<file path="config.mk">
export PLATFORM = sky130hd
export DESIGN_NAME = mem_arbiter
export DESIGN_NICKNAME = d
export VERILOG_FILES = /design/src/rtl/mips_pkg.sv /design/src/rtl/mem_wait_counter.sv /design/src/rtl/mem_arbiter.sv
export SDC_FILE = /design/constraint.sdc
export NUM_CORES = 1
export LEC_CHECK = 0
export CORE_ASPECT_RATIO = 1.1
export CORE_MARGIN = 2
export CORE_UTILIZATION = 31
export CTS_CLUSTER_SIZE = 25
export DETAILED_ROUTE_END_ITERATION = 8
export GPL_TIMING_DRIVEN = 0
export HOLD_SLACK_MARGIN = 0.02
export PLACE_DENSITY = 0.66
export SLEW_MARGIN = 25
export SYNTH_ARGS = -nofsm -noshare
export SYNTH_HDL_FRONTEND = slang
export SYNTH_SLANG_ARGS = --single-unit
export TNS_END_PERCENT = 1
</file>
<file path="constraint.sdc">
create_clock -name clk -period 2.75 [get_ports clk]
set_input_delay 0.55 -clock clk [delete_from_list [all_inputs] [get_ports clk]]
set_output_delay 0.55 -clock clk [all_outputs]
set_load 0.02 [all_outputs]
</file>
<file path="src/rtl/mips_pkg.sv">
// Shared types for the unified memory path.
// FSM states, grant codes and transfer bundle.
package mips_pkg;

  typedef enum logic [1:0] {
    IDLE   = 2'd0,
    ACCESS = 2'd1,
    DONE   = 2'd2
  } state_t;

  localparam logic GNT_CPU = 1'b0;
  localparam logic GNT_LD  = 1'b1;

  localparam int CNT_W = 4;

  typedef struct packed {
    logic        we;
    logic [31:0] addr;
    logic [31:0] wdata;
  } xfer_t;

  // Loader wins if alone, or on a tie
  // when the CPU owned the last access.
  function automatic logic rr_pick(
    input logic c_req,
    input logic l_req,
    input logic last
  );
    return l_req & (~c_req | (last == GNT_CPU));
  endfunction

endpackage

</file>
<file path="src/rtl/mem_wait_counter.sv">
// Down counter timing one memory access.
// Loads a start value, steps down to zero.
module mem_wait_counter
  import mips_pkg::*;
#(
  parameter int W = CNT_W
) (
  input  logic         clk,
  input  logic         rst,
  input  logic         load,
  input  logic         dec,
  input  logic [W-1:0] load_val,
  output logic         zero
);

  logic [W-1:0] count;

  // load wins over decrement; holds at zero
  always_ff @(posedge clk) begin
    if (!rst) begin
      count <= '0;
    end else if (load) begin
      count <= load_val;
    end else if (dec && count != '0) begin
      count <= count - 1'b1;
    end
  end

  assign zero = (count == '0);

endmodule

</file>
<file path="src/rtl/mem_arbiter.sv">
// Round-robin arbiter: CPU and loader ports
// sharing one memory, IDLE/ACCESS/DONE FSM.
module mem_arbiter
  import mips_pkg::*;
#(
  parameter int WAIT_CYCLES = 2
) (
  input  logic        clk,
  input  logic        rst,
  input  logic        cpu_req,
  input  logic        cpu_we,
  input  logic [31:0] cpu_addr,
  input  logic [31:0] cpu_wdata,
  output logic [31:0] cpu_rdata,
  output logic        cpu_ready,
  input  logic        ld_req,
  input  logic        ld_we,
  input  logic [31:0] ld_addr,
  input  logic [31:0] ld_wdata,
  output logic [31:0] ld_rdata,
  output logic        ld_ready,
  output logic        mem_en,
  output logic        mem_we,
  output logic [31:0] mem_addr,
  output logic [31:0] mem_wdata,
  input  logic [31:0] mem_rdata,
  output logic        grant,
  output logic [1:0]  state
);

  localparam logic [CNT_W-1:0] LOAD_VAL =
    CNT_W'(WAIT_CYCLES - 1);

  state_t st_q;
  state_t st_d;
  logic   grant_q;
  logic   last_q;
  xfer_t  xfer_q;
  xfer_t  win_xfer;
  logic   win;
  logic   start;
  logic   capture;
  logic   cnt_dec;
  logic   cnt_zero;

  assign win = rr_pick(cpu_req, ld_req, last_q);

  // select the winning port's transfer
  always_comb begin
    win_xfer = '{
      we:    cpu_we,
      addr:  cpu_addr,
      wdata: cpu_wdata
    };
    if (win == GNT_LD) begin
      win_xfer = '{
        we:    ld_we,
        addr:  ld_addr,
        wdata: ld_wdata
      };
    end
  end

  mem_wait_counter #(
    .W(CNT_W)
  ) u_wait (
    .clk      (clk),
    .rst      (rst),
    .load     (start),
    .dec      (cnt_dec),
    .load_val (LOAD_VAL),
    .zero     (cnt_zero)
  );

  // next-state and per-cycle strobes
  always_comb begin
    st_d    = st_q;
    start   = 1'b0;
    capture = 1'b0;
    cnt_dec = 1'b0;
    case (st_q)
      IDLE: begin
        if (cpu_req || ld_req) begin
          st_d  = ACCESS;
          start = 1'b1;
        end
      end
      ACCESS: begin
        if (cnt_zero) begin
          st_d    = DONE;
          capture = ~xfer_q.we;
        end else begin
          cnt_dec = 1'b1;
        end
      end
      DONE: begin
        st_d = IDLE;
      end
      default: begin
        st_d = IDLE;
      end
    endcase
  end

  // state register
  always_ff @(posedge clk) begin
    if (!rst) begin
      st_q <= IDLE;
    end else begin
      st_q <= st_d;
    end
  end

  // latch winner and its transfer at start
  always_ff @(posedge clk) begin
    if (!rst) begin
      grant_q <= GNT_CPU;
      last_q  <= GNT_LD;
      xfer_q  <= '0;
    end else if (start) begin
      grant_q <= win;
      last_q  <= win;
      xfer_q  <= win_xfer;
    end
  end

  // read data lands in the owner's register
  always_ff @(posedge clk) begin
    if (!rst) begin
      cpu_rdata <= '0;
      ld_rdata  <= '0;
    end else if (capture) begin
      if (grant_q == GNT_CPU) begin
        cpu_rdata <= mem_rdata;
      end else begin
        ld_rdata <= mem_rdata;
      end
    end
  end

  assign mem_en    = (st_q == ACCESS);
  assign mem_we    = mem_en & xfer_q.we;
  assign mem_addr  = xfer_q.addr;
  assign mem_wdata = xfer_q.wdata;

  assign cpu_ready = (st_q == DONE) &
                     (grant_q == GNT_CPU);
  assign ld_ready  = (st_q == DONE) &
                     (grant_q == GNT_LD);

  assign grant = grant_q;
  assign state = st_q;

endmodule

</file>
# Word level (Yosys, flattened, before mapping)

Cells that the tools add are included.

Register bits: 137
Output and inout bits: 135
Word-level logic and storage cells: 47

Add/subtract/negate cells: 1
Equal/unequal tests: 4
Muxes and demuxes: 12
Bitwise logic cells: 10
Reductions and logical operators: 10

Operators with widths:

| operator                                                              | count |
|---|---|
| 65-bit two-way mux                                                    | 1 |
| 1-bit two-way mux                                                     | 8 |
| 2-bit AND reduction                                                   | 3 |
| 1-bit inverter                                                        | 5 |
| 1-bit bitwise AND                                                     | 4 |
| 4-bit zero test                                                       | 1 |
| 2-bit two-way mux                                                     | 2 |
| 2-bit one-hot mux with 2 select lines                                 | 1 |
| 4-bit nonzero test                                                    | 1 |
| 4-bit by 1-bit subtractor with 4-bit output, second input constant    | 1 |
| 2-bit by 1-bit equality test with 1-bit output, second input constant | 1 |
| 2-bit equality test, second input constant                            | 1 |
| 2-bit zero test                                                       | 1 |
| 2-bit by 1-bit != test with 1-bit output, second input constant       | 1 |
| 2-bit != test, second input constant                                  | 1 |
| 2-bit nonzero test                                                    | 1 |
| 2-bit OR reduction                                                    | 1 |
| 1-bit logical AND                                                     | 1 |
| 1-bit logical OR                                                      | 1 |
| 1-bit OR                                                              | 1 |

# Logic depth before layout (Yosys ltp)

Gate-level depths: netlist of run 1.

Depth in word-level cells: 6
Depth in mapped cells: 7
Mapped depth without buffers: 5

# Cells and area by module

Synthesis of run 1 repeated with hierarchy kept, for this count alone.

Cell total of the unflattened synthesis: 733
Area total of the unflattened synthesis: 6,443.7 µm²

By module, submodules not included:

| module           | times used | cells each | area each (µm²) |
|---|---|---|---|
| mem_arbiter      | 1          | 702        | 6,187.2 |
| mem_wait_counter | 1          | 31         | 256.5 |

# Worst setup path before layout of run 1

No wires, ideal clock.

Kind: input port to flip-flop
From: input port cpu_req
To: register xfer_q, in the netlist mem_wdata[15]
Arrival time: 1,632 ps
Slack: 1,048 ps
Stages on the path: 5
Buffers on the path: 2
Path through: nor2_1 > o21a_1 > buf_2 > buf_1 > o2bb2ai_1

Longest elaborated chain between the ends: 4
Elaborated cells on any way between the ends: 7
Those cells by class: mux (3); bitwise (3); reduce/logical (1)

Ends and longest elaborated chain:

| element                | line               | RTL |
|---|---|---|
| start: declaration     | mem_arbiter.sv:10  | `input logic cpu_req,` |
| 1-bit inverter         | mips_pkg.sv:29     | `return l_req & (~c_req \| (last == GNT_CPU));` |
| 1-bit OR               | mips_pkg.sv:29     |  |
| 1-bit bitwise AND      | mips_pkg.sv:29     |  |
| 65-bit two-way mux     | mem_arbiter.sv:55  | `if (win == GNT_LD) begin` |
| end signal: assignment | mem_arbiter.sv:123 | `xfer_q <= win_xfer;` |
| end: declaration       | mem_arbiter.sv:38  | `xfer_t xfer_q;` |

Parallel ways exist; a longest one is shown, timed or not.
A chain may end at the register's enable or synchronous reset.

# Worst setup path in the final report of run 1

From: register st_q[0] (netlist: state[0])
To: output port mem_we

Longest elaborated chain between the ends: 2

Ends and longest elaborated chain:

| element                                        | line               | RTL |
|---|---|---|
| start: declaration                             | mem_arbiter.sv:34  | `state_t st_q;` |
| start signal: assignment                       | mem_arbiter.sv:110 | `st_q <= st_d;` |
| 2-bit by 1-bit equality test with 1-bit output | mem_arbiter.sv:141 | `assign mem_en = (st_q == ACCESS);` |
| 1-bit bitwise AND                              | mem_arbiter.sv:142 | `assign mem_we = mem_en & xfer_q.we;` |
| end: declaration                               | mem_arbiter.sv:23  | `output logic mem_we,` |

No other way between the ends.

==> results.md, run 1 <==
- Status: finished clean
- Relative slew slack: a little over half
- Vias per cell: 4.727
- Tmin final: ~2.5 ns
- Power Density: 630.6 nW/um^2
- Initial core utilization: 31.34%
- Post-CTS sizing: 0
- Post-DRT Antenna Nets: 0
- I/O pins: approximately 300
- FF-to-FF End: cpu_rdata[23]
- H-tree level count: 4
- Hold Path Cell Cnt: 1
- DRT Wirelength: 21750 um
- Count of state elements after synthesis: 137
- Seq/Total Area, Yosys: around 43%
- Peak VDD IR: 427.9 uV
- Die Height: 154.5 um
- Wire length per cell: roughly 18 um
- Antenna violations before repair: 0
- Slew Limit Fails: 0
- Post-CTS Hold Buffers: 0
- Antenna Cells: 0
- CTS clk-pin slew, worst paths: around 0.050 ns
- Synth cell types: 36
- Remaining DRCs: 0
- Initial DRC count: 195
- Layout area overhead: 61.62%
- CP Class: flip-flop to primary output
- Worst r2r src: u_wait.count[0]
- Data arrival, critical path: between 1.5 and 2 ns
- IO Port Bufs: 300
- Final std cells w/o fill: around 1200
- Global route overflow: 0
- HPWL after DPL: around 17000 um
- Worst-Skew Late Latency: 0.43 ns
- Clk_skew: roughly 0.018 ns
- Post-CTS Setup Repair Bufs: 0
- YS warnings: 0
- Pre-CTS setup slack: -0.1482 ns
- RSZ-0062 raised after global routing: false
- WP data required: 2.20 ns
- Die area: 21760 um^2
- Fmax: 0.3937 GHz
- Vias in the first global route: 5854
- Final Setup Violations: 0
- Num Clock Sinks: approximately 140
- First-pass iteration count of the detailed router: 4
- Crit path launch: state[0]
- Post-Synthesis Cells: 623
- DP Cell Count: 1179
- Largest net degree at the start of global routing: 17
- GR Util met3: about 8.5%
- Num CTS Buffers: 17
- Hold Path Class: flip-flop to flip-flop
- Register-to-Register Path Depth: 7
- Max-cap viol count: 0
- Critical-path maximum fanout: 9
- PnR worst setup slack: 0.2098 ns
- Post-Syn Nets: between 700 and 800
- Mean Syn Cell Area: 10.25 um^2
- Period utilization: 92.37%
- Met2 Use GR: between 30% and 40%
- Critical Path End: mem_we
- GPL Wtd Cong: 0.7960
- Most frequent cells in the layout: clkdlybuf4s50_1 (300), dfxtp_1 (137), nand3_1 (67), o21ai_0 (67), mux2i_1 (66)
- Fin. Hold Viols: 0
- First-pass GRT wire length: 32920 um
- R2r setup slk: between 0.5 and 0.6 ns
- Static Leak: 3.810 nW
- CTS tree: built
- HP Start: mem_addr[3]
- Root Driver: clkbuf_16
- Cell row count: 55
- Slew @ Worst Pin: just over 0.7 ns
- Post-synthesis cell area: 6384 um^2
- Core area: 20370 um^2
- Die width: 140.8 um
- Worst Setup Start Kind: flip-flop
- Proportion of layout cells with a drive suffix above 1: 16.65%
- GRT met1 Usage: between 20% and 30%
- Nets: 1109
- Via count: 5724
- GRT Max-Usage Layer: met2
- Crit. End Element: primary output
- Most common cell after layout, fill and taps aside: clkdlybuf4s50_1
- Worst-case clock buffer depth: 2
- Gr usage total: 19.57%
worst min-delay path by stage:
stage / to / slack (ns)
floorplan: mem_addr[0] / 0.43
global placement: mem_addr[1] / 0.45
detailed placement: mem_addr[5] / 0.45
CTS: mem_addr[3] / 0.47
global route: mem_addr[15] / 0.48
finish: mem_addr[3] / 0.46
layer usage:
metal / routed length [um] / vias up
li1: - / 2853
met1: 9001 / 2610
met2: 10240 / 239
met3: 2234 / 22
met4: 278 / 0
met5: 0 / -
critical path, stage by stage, from the launching register on:
cell and delay [ns]:
dfxtp_1 0.46, nand2b_1 0.14, inv_1 0.18, and2_1 0.16, clkdlybuf4s50_1 0.64
power breakdown:
group          total [W]  switching [W]  internal, W
clock network    0.00238       0.000925      0.00146
logic            0.00184       0.000940     0.000900
registers        0.00228       0.000117      0.00216
through the flow:
stage | TNS [ns] | hold slack [ns] | power, W | instance area [um^2] | util [%]
floorplan | 0 | 0.4335 | 0.003314 | 6384 | -
global placement | -2.007 | 0.4462 | 0.004167 | 9707 | 47.65
detailed placement | -1.787 | 0.4506 | 0.004177 | 9707 | 47.65
CTS | 0 | 0.4658 | 0.006586 | 10320 | 50.65
global route | 0 | 0.4800 | 0.006806 | 10320 | 50.65
finish | 0 | 0.4614 | 0.006506 | 10320 | 50.65
logic make-up (layout without fill, tap and decap cells):
family / Yosys count / in the layout / share of synthesized area (%)
AO/OA/AOI/OAI: 205 / 205 / 26.71
adder cells (fa/ha/maj): 1 / 1 / 0.1960
buffers and inverters: 126 / 458 / 12.05
flip-flops: 137 / 137 / 42.96
multiplexers: 66 / 66 / 10.35
AND/OR/NAND/NOR: 88 / 88 / 7.723
flip-flops by register name, summed over array words and instances (netlist names):
| name | flops |
|---|---|
| mem_addr | 32 |
| state | 2 |
| grant | 1 |
| cpu_rdata | 32 |
| xfer_q | 1 |
| mem_wdata | 32 |
| u_wait.count | 4 |
| ld_rdata | 32 |
| last_q | 1 |
final cells by class:
type                            instances  area, um^2
Timing Repair Buffer                  300        3003
Sequential cell                       137        2743
Multi-Input combinational cell        360        2872
Tap cell                              256       320.3
Clock buffer                           19       442.9
Buffer                                121       750.7
Fill cell                            1872       10050
Clock inverter                         13       167.7
Inverter                                5       18.77
synth_stat cells, drive strengths merged:
cell type,instances,share of area [%]
or4,1,0.12
and3b,1,0.14
o21a,2,0.24
nor2,3,0.18
o211a,1,0.16
nand4,1,0.098
nand2b,1,0.098
or4b,1,0.16
ha,1,0.20
dfxtp,137,43
o2bb2ai,65,13
a21boi,67,7.9
or3b,3,0.45
nand2,1,0.059
nand3,67,5.3
nor4bb,1,0.16
and2,1,0.098
clkbuf,30,1.8
nor3,1,0.078
inv,5,0.29
nand4bb,1,0.18
o21ai,67,5.3
or2,1,0.098
mux2i,66,10
o211ai,3,0.35
and3,1,0.098
nor3b,2,0.24
nor4b,1,0.24
buf,91,10
No activity file was read; power rests on OpenSTA's default activity.
==> run 2: changes to the inputs <==
--- a/config.mk
+++ b/config.mk
@@ -10,9 +10,9 @@
 export CORE_UTILIZATION = 31
 export CTS_CLUSTER_SIZE = 25
 export DETAILED_ROUTE_END_ITERATION = 8
-export GPL_TIMING_DRIVEN = 0
 export HOLD_SLACK_MARGIN = 0.02
 export PLACE_DENSITY = 0.66
+export SKIP_CTS_REPAIR_TIMING = 1
 export SLEW_MARGIN = 25
 export SYNTH_ARGS = -nofsm -noshare
 export SYNTH_HDL_FRONTEND = slang
==> constraint.sdc (replaced) <==
create_clock -name clk -period 2.93 [get_ports clk]
set_input_delay 0.586 -clock clk [delete_from_list [all_inputs] [get_ports clk]]
set_output_delay 0.586 -clock clk [all_outputs]
set_load 0.02 [all_outputs]
==> results.md, run 2 (synthesis gave the netlist of run 1 again) <==
- Worst hold endpoint: mem_wdata[26]
- First-pass iteration count of the detailed router: 4 (unchanged)
- WP data required: 2.34 ns (+0.14 ns)
- Global route overflow: 0 (unchanged)
- CP Buf/Inv Count: 2 (unchanged)
- Initial DRC count: 207 (+6.2%)
- Metal3 WL: 1965 um (-12%)
- H-tree level count: 4 (unchanged)
- Wire length per cell: 18.02 um (+0.31%)
- Crit. End Element: primary output
- Highest Signal Layer: met4
- Pre-CTS setup slack: 0.5028 ns (+0.6510 ns)
- FF-to-FF End: cpu_rdata[8]
- CP peak stage delay: 0.65 ns (about the same)
- Antenna violations before repair: 0 (unchanged)
- Gr usage total: 17.82% (-1.7 points)
- CTS clk-pin slew, worst paths: 0.06 ns (about the same)
- Initial core utilization: 31.34% (unchanged)
- RSZ-0062 raised after global routing: false
- CTS tree: built
- GPL Wtd Cong: 0.7433 (-6.6%)
- PnR worst setup slack: 0.2752 ns (+0.06545 ns)
- Most frequent cells in the layout: clkdlybuf4s50_1 (299), dfxtp_1 (137), nand3_1 (67), o21ai_0 (67), mux2i_1 (66)
- Peak VDD IR: 373.2 uV (-13%)
- Static Leak: 3.513 nW (-7.8%)
- Via count: 5386 (-5.9%)
- IO Port Bufs: 300 (unchanged)
- Most common cell after layout, fill and taps aside: clkdlybuf4s50_1
- Final Core Density: 48.70% (-2.0 points)
- Data arrival, critical path: 2.07 ns (+0.08 ns)
- Worst Setup Start Kind: flip-flop
- CP max-delay cell: clkdlybuf4s50_1
- Num Clock Sinks: 137 (unchanged)
- Cell family with most CP delay: buffers and inverters
- Layout area overhead: 55.39%
- M1 WL: 8549 um (-5.0%)
- Vias in the first global route: 5320 (-9.1%)
- Power Density: 625.5 nW/um^2 (-0.80%)
- Status: finished clean
- Num CTS Buffers: 17 (unchanged)
- Post-DRT Antenna Nets: 0 (unchanged)
- Proportion of layout cells with a drive suffix above 1: 11.84% (-4.8 points)
- HP Start: mem_wdata[26]
- Worst r2r src: xfer_q[64]
- Die width: 140.8 um (unchanged)
- HPWL after DPL: 14270 um (-15%)
- DRT Wirelength: 19980 um (-8.1%)
- First-pass GRT wire length: 30540 um (-7.2%)
- Root Driver: clkbuf_16
- Critical-path cell list: nand2b_1 > inv_1 > and2_1 > clkdlybuf4s50_1
- Final Setup Violations: 0 (unchanged)
- Vias per cell: 4.857 (+2.7%)
- Largest net degree at the start of global routing: 68 (+51)
- Cell row count: 55 (unchanged)
- Setup TNS: 0 ns (unchanged)
- Hold WS: 0.4589 ns (-0.002463 ns)
- Tmin final: 2.655 ns
- Max-cap viol count: 0 (unchanged)
- Register-to-Register Path Depth: 3 (-4)
- CP Class: flip-flop to primary output
- Nets: 1008 (-9.1%)
- Critical-path maximum fanout: 9 (unchanged)
- Slew Limit Fails: 0 (unchanged)
- Die Height: 154.5 um (unchanged)
- Slew @ Worst Pin: 0.8028 ns (+0.08403 ns)
- Period utilization: 90.61%
- Core area: 20370 um^2 (unchanged)
- Fmax: 0.3767 GHz
- Hold Path Cell Cnt: 1 (unchanged)
- Worst-case clock buffer depth: 2 (unchanged)
- Die area: 21760 um^2 (unchanged)
- Antenna Cells: 0 (unchanged)
- Fillcell total: 1900 (+1.5%)
- I/O pins: 301 (unchanged)
- Metal2 WL: 9305 um (-9.1%)
- R2r setup slk: 0.88 ns (+0.29 ns)
- Worst-Skew Late Latency: 0.41 ns (-0.02 ns)
- Clk_skew: 0.008268 ns (-0.01004 ns)
- Remaining DRCs: 0 (unchanged)
- Hold Path Class: flip-flop to flip-flop
- Relative slew slack: 46.24% (-5.8 points)
- Fin. Hold Viols: 0 (unchanged)
run 2: layout make-up:
class,count,area (um^2),area share (%)
Timing Repair Buffer,320,3248,32.74
Clock inverter,14,245.2,2.472
Tap cell,256,320.3,3.229
Clock buffer,17,425.4,4.289
Sequential cell,137,2743,27.65
Inverter,5,18.77,0.1892
Multi-Input combinational cell,360,2919,29.43
run 2: worst reg2reg max path, stage by stage, from the launching register on:
cell and delay [ns]:
dfxtp_1 0.44, or4b_2 1.08, o21ai_0 0.28, a21boi_0 0.12
run 2: how the worst max path moves through the flow:
stage | end | start | cells after the start
floorplan | mem_wdata[15] | cpu_req | 5
CTS | mem_we | state[1] | 4
finish | mem_we | state[1] | 4
global route | mem_we | state[1] | 4
global placement | mem_wdata[28] | cpu_req | 5
detailed placement | xfer_q[64] | ld_req | 5
run 2: where the power goes:
group	switching (W)	total [W]	internal, W
registers	0.000119	0.00215	0.00203
logic	0.000818	0.00160	0.000779
clock network	0.000853	0.00246	0.00160
run 2: routing by layer:
layer,GRT usage [%],up-vias
met2,29.04,216
met1,21.72,2517
met3,7.709,13
met4,4.429,0
li1,-,2640
met5,0,-
run 2: per-stage QoR:
stage,total power [W],cells,area [um^2]
after global routing,0.006473,1109,9920
final,0.006205,1109,9920
after CTS,0.006292,1109,9920
after detailed placement,0.003802,1078,9249
after floorplan,0.003111,623,6384
after global placement,0.003796,1078,9249
==> run 3: changes to the inputs <==
--- a/config.mk
+++ b/config.mk
@@ -17,4 +17,4 @@
 export SYNTH_ARGS = -nofsm -noshare
 export SYNTH_HDL_FRONTEND = slang
 export SYNTH_SLANG_ARGS = --single-unit
-export TNS_END_PERCENT = 1
+export TNS_END_PERCENT = 30
==> results of run 3 <==
The final DEF is identical to that of run 2; final timing and power are the same.
